===== src/rtl/serial_pkg.sv =====
// Shared definitions for the serial port controller: byte width and TX sequencer states.
package serial_pkg;

  localparam int BYTE_W = 8;

  typedef enum logic [1:0] {
    TX_IDLE,
    TX_WAIT_BUSY,
    TX_WAIT_DONE
  } tx_state_t;

endpackage


===== src/rtl/byte_fifo.sv =====
// Show-ahead byte FIFO with registered occupancy count; push and pop in the same cycle
// are legal even when full.
module byte_fifo
  import serial_pkg::*;
#(
  parameter int DEPTH  = 16,
  parameter int ADDR_W = 4
) (
  input  logic              clock,
  input  logic              reset,
  input  logic              push,
  input  logic              pop,
  input  logic [BYTE_W-1:0] wr_data,
  output logic [BYTE_W-1:0] rd_data,
  output logic              full,
  output logic              empty,
  output logic [ADDR_W:0]   count
);

  logic [BYTE_W-1:0] mem [DEPTH];
  logic [ADDR_W-1:0] wr_ptr;
  logic [ADDR_W-1:0] rd_ptr;
  logic              do_push;
  logic              do_pop;

  assign empty   = (count == '0);
  assign full    = (count == (ADDR_W+1)'(DEPTH));
  assign do_pop  = pop && !empty;
  // A pop frees the slot this same cycle, so a push into a full FIFO can still land.
  assign do_push = push && (!full || do_pop);
  assign rd_data = empty ? '0 : mem[rd_ptr];

  always_ff @(posedge clock or posedge reset) begin
    if (reset) begin
      wr_ptr <= '0;
      rd_ptr <= '0;
      count  <= '0;
    end else begin
      if (do_push) wr_ptr <= wr_ptr + ADDR_W'(1);
      if (do_pop)  rd_ptr <= rd_ptr + ADDR_W'(1);
      if (do_push && !do_pop)
        count <= count + (ADDR_W+1)'(1);
      else if (do_pop && !do_push)
        count <= count - (ADDR_W+1)'(1);
    end
  end

  always_ff @(posedge clock) begin
    if (do_push) mem[wr_ptr] <= wr_data;
  end

endmodule


===== src/rtl/serial_port_controller.sv =====
// Buffers byte traffic between the processor serial port and a UART core, with an RX and a
// TX FIFO and a sequencer that hands TX bytes to the UART over its busy handshake.
module serial_port_controller
  import serial_pkg::*;
#(
  parameter int DEPTH  = 16,
  parameter int ADDR_W = 4
) (
  input  logic              clock,
  input  logic              reset,
  input  logic [BYTE_W-1:0] cpu_wrdata_in,
  input  logic              cpu_wren_in,
  input  logic              cpu_rden_in,
  output logic [BYTE_W-1:0] cpu_rddata_out,
  output logic              cpu_valid_out,
  output logic              cpu_ready_out,
  input  logic [BYTE_W-1:0] uart_rx_data_in,
  input  logic              uart_rx_valid_in,
  output logic [BYTE_W-1:0] uart_tx_data_out,
  output logic              uart_tx_start_out,
  input  logic              uart_tx_busy_in,
  output logic [ADDR_W:0]   rx_count_out,
  output logic [ADDR_W:0]   tx_count_out,
  output logic              overflow_out,
  input  logic              overflow_clr_in
);

  logic              rx_full;
  logic              rx_empty;
  logic              tx_full;
  logic              tx_empty;
  logic              tx_push;
  logic              tx_pop;
  logic              rx_drop;
  logic              tx_drop;
  logic [BYTE_W-1:0] tx_head;
  tx_state_t         tx_state;

  byte_fifo #(.DEPTH(DEPTH), .ADDR_W(ADDR_W)) rx_fifo (
    .clock   (clock),
    .reset   (reset),
    .push    (uart_rx_valid_in),
    .pop     (cpu_rden_in),
    .wr_data (uart_rx_data_in),
    .rd_data (cpu_rddata_out),
    .full    (rx_full),
    .empty   (rx_empty),
    .count   (rx_count_out)
  );

  byte_fifo #(.DEPTH(DEPTH), .ADDR_W(ADDR_W)) tx_fifo (
    .clock   (clock),
    .reset   (reset),
    .push    (tx_push),
    .pop     (tx_pop),
    .wr_data (cpu_wrdata_in),
    .rd_data (tx_head),
    .full    (tx_full),
    .empty   (tx_empty),
    .count   (tx_count_out)
  );

  // A TX write into a full FIFO is dropped even if the sequencer pops in the same cycle.
  assign tx_push = cpu_wren_in && !tx_full;
  assign tx_drop = cpu_wren_in && tx_full;
  assign rx_drop = uart_rx_valid_in && rx_full && !cpu_rden_in;
  assign tx_pop  = (tx_state == TX_IDLE) && !tx_empty && !uart_tx_busy_in;

  assign cpu_valid_out = !rx_empty;
  assign cpu_ready_out = !tx_full;

  always_ff @(posedge clock or posedge reset) begin
    if (reset) begin
      tx_state          <= TX_IDLE;
      uart_tx_start_out <= 1'b0;
      uart_tx_data_out  <= '0;
    end else begin
      uart_tx_start_out <= 1'b0;
      case (tx_state)
        TX_IDLE: begin
          if (tx_pop) begin
            uart_tx_data_out  <= tx_head;
            uart_tx_start_out <= 1'b1;
            tx_state          <= TX_WAIT_BUSY;
          end
        end
        TX_WAIT_BUSY: begin
          if (uart_tx_busy_in) tx_state <= TX_WAIT_DONE;
        end
        TX_WAIT_DONE: begin
          if (!uart_tx_busy_in) tx_state <= TX_IDLE;
        end
        default: tx_state <= TX_IDLE;
      endcase
    end
  end

  // A new drop in the same cycle as a clear keeps the flag set.
  always_ff @(posedge clock or posedge reset) begin
    if (reset)
      overflow_out <= 1'b0;
    else if (rx_drop || tx_drop)
      overflow_out <= 1'b1;
    else if (overflow_clr_in)
      overflow_out <= 1'b0;
  end

endmodule


===== config.mk =====
export PLATFORM = sky130hd
export DESIGN_NAME = serial_port_controller
export DESIGN_NICKNAME = d
export VERILOG_FILES = /design/src/rtl/serial_pkg.sv /design/src/rtl/byte_fifo.sv /design/src/rtl/serial_port_controller.sv
export SDC_FILE = /design/constraint.sdc
export NUM_CORES = 1
export LEC_CHECK = 0
export CORE_MARGIN = 2
export CORE_UTILIZATION = 45
export CTS_BUF_LIST = sky130_fd_sc_hd__clkbuf_8
export DETAILED_ROUTE_END_ITERATION = 16
export PLACE_DENSITY_LB_ADDON = 0.2
export SLEW_MARGIN = 0
export SYNTH_ARGS = -nofsm -noshare
export SYNTH_HDL_FRONTEND = slang
export SYNTH_HIERARCHICAL = 1
export SYNTH_SLANG_ARGS = --single-unit

===== constraint.sdc =====
create_clock -name clock -period 10.9 [get_ports clock]
set_input_delay 2.725 -clock clock [delete_from_list [all_inputs] [get_ports clock]]
set_output_delay 2.725 -clock clock [all_outputs]
set_load 0.05 [all_outputs]

==> summary.txt, run 1 <==
DIE AREA: 0.0282 mm²
Post-synthesis adder-cell area fraction: 2.19%
Post-synth ARST share: 12.9%
Pre-CTS WS: 4740 ps
Clock slew at the register clock pins of the worst setup and hold paths: 60 ps
Hold_buf cts: 0
Fillers: 2125
Area growth syn-to-layout: 14.0%
Core ar.: 0.0267 mm²
Worst slew pin tran: 1250 ps
Initial DRT Pass Iterations: 4
Synth area leaders: edfxtp_1, mux4_2, dfrtp_1
Post-Synthesis Cells: 633
Synth Area in Compound Gates: 3.49%
Ports: 53
Congestion Overflow GR: 0
Internal: 2.42 mW
Antenna viol nets, final: 0
Worst-Skew Late Latency: 560 ps
Mapped Nets: 676
Simple-Gate Fraction of Synth Area: 4.13%
Leakage: 4.73 nW
Min-Delay Path Class: reg2reg
Yosys top cell by area: edfxtp_1
Port Buffers: 52
DR vias/cell: 5.44
Final #Nets: 756
Final Cell Area: 0.0138 mm²
FF-to-FF setup slack: 6370 ps
FP Rows: 60
CTS Buf Count: 49
ANT cells: 0
Register area share after synthesis: 71.4%
Combinational fraction of design power: 37.0%
Max-cap check violation count: 0
DRC violations left: 0
Synth Area in XOR/XNOR: 1.38%
Placed inst area: 0.0129 mm²
First-pass GRT wire length: 36.2 mm
Most common cell after layout, fill and taps aside: edfxtp_1
Largest family of logic cells by synthesized area: multiplexers
Routed len/inst: 21.3 µm
Setup violations, final: 0
Post-CTS setup buffer count: 0
Tmin final: 6080 ps
Drt total wl: 23.3 mm
WHS: 516 ps
Post_cts resized: 0
Arr. time, crit path: 3350 ps
Via count: 5943
Synth cell types: 44
Status: complete, no violations
Worst rel slew slack: 16.3%
WP data required: 8180 ps
CTS max path bufs: 3
Sw frac: 35.6%
Max Slew Vio Count: 0
P_sw: 1.34 mW
Max VDD drop: 0.000179 V
RSZ-0062 raised after global routing: no
Synth top area share: 63.5%
Crit end category: output pin
FF+latch count, synth: 294
Crit path max fanout: 35
Die H: 168 µm
Fin crit share: 55.8%
Yosys Warn Count: 6
Vias in the first global route: 6397
Worst setup SP type: register
Mux contribution to synthesized area: 15.1%
HPWL after detailed placement: 14.7 mm
Seq pwr share: 40.2%
CTS tree: built
Die X-Extent: 168 µm
Worst Clk Skew: 25.4 ps
Most frequent cells in the layout: edfxtp_1, clkbuf_8, clkdlybuf4s50_1, mux4_2, inv_1
Syn Area/Cell: 19.1 µm²
Post-synth EDFFs: 256
Clk root buf: clkbuf_8
H-tree depth: 2
Layout cells sized above 1: 17.0%
Post-route setup TNS: 0 ps
Final Hold Viols: 0
Final GP Congestion: 0.779
DRT iter0 DRCs: 389
Final setup margin: 4820 ps
Final Util: 51.8%
Cell area after synthesis: 0.0121 mm²
Max Clock Freq: 165 MHz
Clock power frac: 22.8%
WS Path Type: reg2out
Initial Utilization: 45.4%
Gr usage total: 16.9%
Power Dens Cells: 273 mW/mm²
Initial antenna violation count: 0
Synth Flop Type: edfxtp_1
Largest net degree at the start of global routing: 36
TritonCTS Sinks: 294
[stage by stage]
stage / power, mW / cells
after floorplan: 2.56 / 633
after global placement: 2.90 / 1003
after detailed placement: 2.94 / 1003
after CTS: 3.81 / 1093
after global routing: 3.96 / 1093
final: 3.76 / 1093
[worst max-delay path, cell delays in order (launching register included)]
cell	delay, ps
dfrtp_1	330
buf_4	470
mux4_1	600
nor2b_1	140
a211oi_1	380
a211oi_1	100
clkdlybuf4s50_1	760
[logic make-up (layout without fill, tap and decap cells)]
family,after synthesis,count (layout)
AOI/OAI and AO/OA,58,58
xor gates and xnor gates,19,19
adders and majority gates,20,20
buffers and inverters,53,172
DFF,294,294
muxes,93,93
and+or+nand+nor,96,96
[worst paths after layout]
check / start / endpoint / cells after the start
min in group asynchronous: reset / rx_fifo/wr_ptr[0] / 2
setup / recovery: rx_fifo/rd_ptr[1] / cpu_rddata_out[2] / 6
max in group asynchronous: reset / uart_tx_data_out[3] / 2
hold / removal: uart_tx_data_out[0] / uart_tx_data_out[0] / 1
hold reg to reg: uart_tx_data_out[0] / uart_tx_data_out[0] / 1
setup reg to reg: tx_fifo/count[0] / tx_fifo/count[4] / 11
[final cells by class]
cell class                      instances  area, µm²  area share (%)
Clock inverter                         37        145            1.05
Inverter                               19       71.3           0.517
Timing Repair Buffer                   63        603            4.37
Clock buffer                           53        729            5.29
Sequential cell                       294       8640            62.6
Multi-Input combinational cell        286       3180            23.0
Tap cell                              341        427            3.09
[Yosys cell counts, types with 9 or more instances]
master    instances
clkbuf_1         11
nor2_1           31
ha_1             18
a211oi_1         33
dfrtp_1          38
mux4_1           21
buf_2             9
mux4_2           43
inv_1            19
xnor2_1          12
mux2i_1          17
nand2_1          18
nor3_1           12
edfxtp_1        256
mux2_2           12
nor2b_1          17
[power by group through the flow]
stage | sequential [mW] | clock [mW] | combinational (mW)
2_1_floorplan | 1.60 | 0 | 0.958
3_3_place_gp | 1.52 | 0 | 1.38
3_5_place_dp | 1.53 | 0 | 1.41
4_1_cts | 1.51 | 0.888 | 1.41
5_1_grt | 1.53 | 0.936 | 1.50
6_report | 1.51 | 0.858 | 1.39
[metal layers]
layer	global-route usage (%)	share of wire (%)	vias up
li1	-	-	2707
met1	20.8	42	3082
met2	30.6	53	122
met3	2.99	3.4	32
met4	5.41	1.7	0
met5	0	0	-
[registers in the layout (all words and copies together), names as in the netlist]
register           cells
overflow_out           1
rx_fifo/count          5
rx_fifo/mem          128
rx_fifo/rd_ptr         4
rx_fifo/wr_ptr         4
tx_fifo/count          5
tx_fifo/mem          128
tx_fifo/rd_ptr         4
tx_fifo/wr_ptr         4
tx_state               2
uart_tx_data_out       8
uart_tx_start_out      1
Note: power is estimated with default switching activity, not from simulation.
==> run 2, diff against run 1 <==
==> constraint.sdc (replaced) <==
create_clock -name clock -period 4.9 [get_ports clock]
set_input_delay 1.225 -clock clock [delete_from_list [all_inputs] [get_ports clock]]
set_output_delay 1.225 -clock clock [all_outputs]
set_load 0.05 [all_outputs]
==> summary.txt, run 2 (synthesis gave the netlist of run 1 again) <==
Antenna viol nets, final: 0
Area growth syn-to-layout: 14.6%
Biggest regs: rx_fifo/mem (128), tx_fifo/mem (128), uart_tx_data_out (8)
Fin crit share: 90.2%
Post-route setup TNS: 0 ps
ANT cells: 0
Clk root buf: clkbuf_8
Core ar.: 0.0267 mm²
Drt total wl: 24.0 mm
Final GP Congestion: 0.739
DRT iter0 DRCs: 490
Power Dens Cells: 608 mW/mm²
Max Slew Vio Count: 0
Worst setup SP type: register
Setup violations, final: 0
Min-Delay Path Class: reg2reg
Congestion Overflow GR: 0
Clock slew at the register clock pins of the worst setup and hold paths: 60 ps
Worst slew pin tran: 1050 ps
DIE AREA: 0.0282 mm²
WP data required: 3670 ps
Ports: 53
Overall Power: 8.42 mW
Leakage: 4.78 nW
Final #Nets: 765
TritonCTS Sinks: 294
Max VDD drop: 0.000441 V
Die X-Extent: 168 µm
Most common cell after layout, fill and taps aside: edfxtp_1
Largest net degree at the start of global routing: 36
First-pass GRT wire length: 36.9 mm
Final Hold Viols: 0
Initial antenna violation count: 0
Most frequent cells in the layout: edfxtp_1, clkdlybuf4s50_1, clkbuf_8, mux4_2, dfrtp_1
Die H: 168 µm
FP Rows: 60
WL met2: 12.4 mm
Fillers: 2120
Tmin final: 4420 ps
Worst-Skew Late Latency: 550 ps
Post_cts resized: 0
DRC violations left: 0
DR vias/cell: 5.48
Max Clock Freq: 226 MHz
Worst rel slew slack: 29.8%
CTS Buf Count: 48
Crit path max fanout: 18
Reg2reg path depth: 12
HPWL after detailed placement: 15.2 mm
FF-to-FF setup slack: 1230 ps
Via count: 6027
Layout cells sized above 1: 18.9%
H-tree depth: 2
Worst Clk Skew: 12.5 ps
Arr. time, crit path: 3200 ps
Hold_buf cts: 0
Worst Hold Depth: 1
Max-cap check violation count: 0
Top layer reached by signal wires: met4
Met1 Routed Length: 9.95 mm
WS Path Type: reg2out
WL met3: 1.16 mm
Post-CTS setup buffer count: 0
RSZ-0062 raised after global routing: no
Gr usage total: 17.4%
Vias in the first global route: 6272
Status: complete, no violations
Initial DRT Pass Iterations: 4
Final Cell Area: 0.0139 mm²
CTS max path bufs: 3
Placed inst area: 0.0130 mm²
Routed len/inst: 21.9 µm
Port Buffers: 52
Crit end category: output pin
Initial Utilization: 45.4%
CTS tree: built
## run 2: changes by cell type in the layout (fill, tap and decap cells not counted)
| cell | change |
|---|---|
| buf_4 | +10 |
| bufinv_16 | +1 |
| clkbuf_8 | -2 |
| clkinv_1 | -7 |
| clkinv_2 | +7 |
| inv_1 | -2 |
| inv_6 | -1 |
## run 2: final timing paths
path                                     start                   to
max                          rx_fifo/rd_ptr[1]    cpu_rddata_out[4]
min                        uart_tx_data_out[1]  uart_tx_data_out[1]
max reg2reg                   tx_fifo/count[0]     tx_fifo/count[4]
min reg2reg                uart_tx_data_out[1]  uart_tx_data_out[1]
max in group asynchronous                reset  uart_tx_data_out[7]
min in group asynchronous                reset     tx_fifo/count[0]
## run 2: where the power goes
group	internal, mW	switching (mW)	total [mW]	leakage (nW)
Clock	1.01	0.914	1.92	0.521
Combinational	1.32	1.75	3.07	1.50
Sequential	3.10	0.324	3.43	2.77
## run 2: cell type report
class	count	area, µm²	area share (%)
flip-flops and latches	294	8640	62.3
repair buffers	73	678	4.89
multi-input cells	286	3180	22.9
inverters	19	71.3	0.514
clock buffers	51	702	5.06
well taps	341	427	3.08
clock inverters	35	168	1.21
## run 2: worst max-delay path, stage by stage, from the launching register on
cell and delay, ps:
dfrtp_1 340, buf_4 310, mux4_2 530, nor2b_1 160
a211oi_1 430, a211oi_1 110, clkdlybuf4s50_1 750
## run 2: metal layers
layer,vias up,GRT usage (%)
met5,-,0
met4,0,5.71
met3,45,3.15
met2,153,30.6
met1,3108,22.1
li1,2721,-
## run 2: stage by stage
step / hold WS (ps) / utilization [%] / worst slack (ps) / std cells
floorplan: 508 / - / 919 / 633
global placement: 492 / 48.8 / 656 / 1013
detailed placement: 503 / 48.8 / 586 / 1013
CTS: 516 / 52.0 / 406 / 1099
global route: 543 / 52.0 / 316 / 1099
finish: 507 / 52.0 / 479 / 1099
==> run 3, diff against run 2 <==
--- a/config.mk
+++ b/config.mk
@@ -9,6 +9,7 @@
 export CORE_UTILIZATION = 45
 export CTS_BUF_LIST = sky130_fd_sc_hd__clkbuf_8
 export DETAILED_ROUTE_END_ITERATION = 16
+export GPL_TIMING_DRIVEN = 1
 export PLACE_DENSITY_LB_ADDON = 0.2
 export SLEW_MARGIN = 0
 export SYNTH_ARGS = -nofsm -noshare
==> results of run 3 <==
The final DEF is identical to that of run 2; final timing and power are the same.
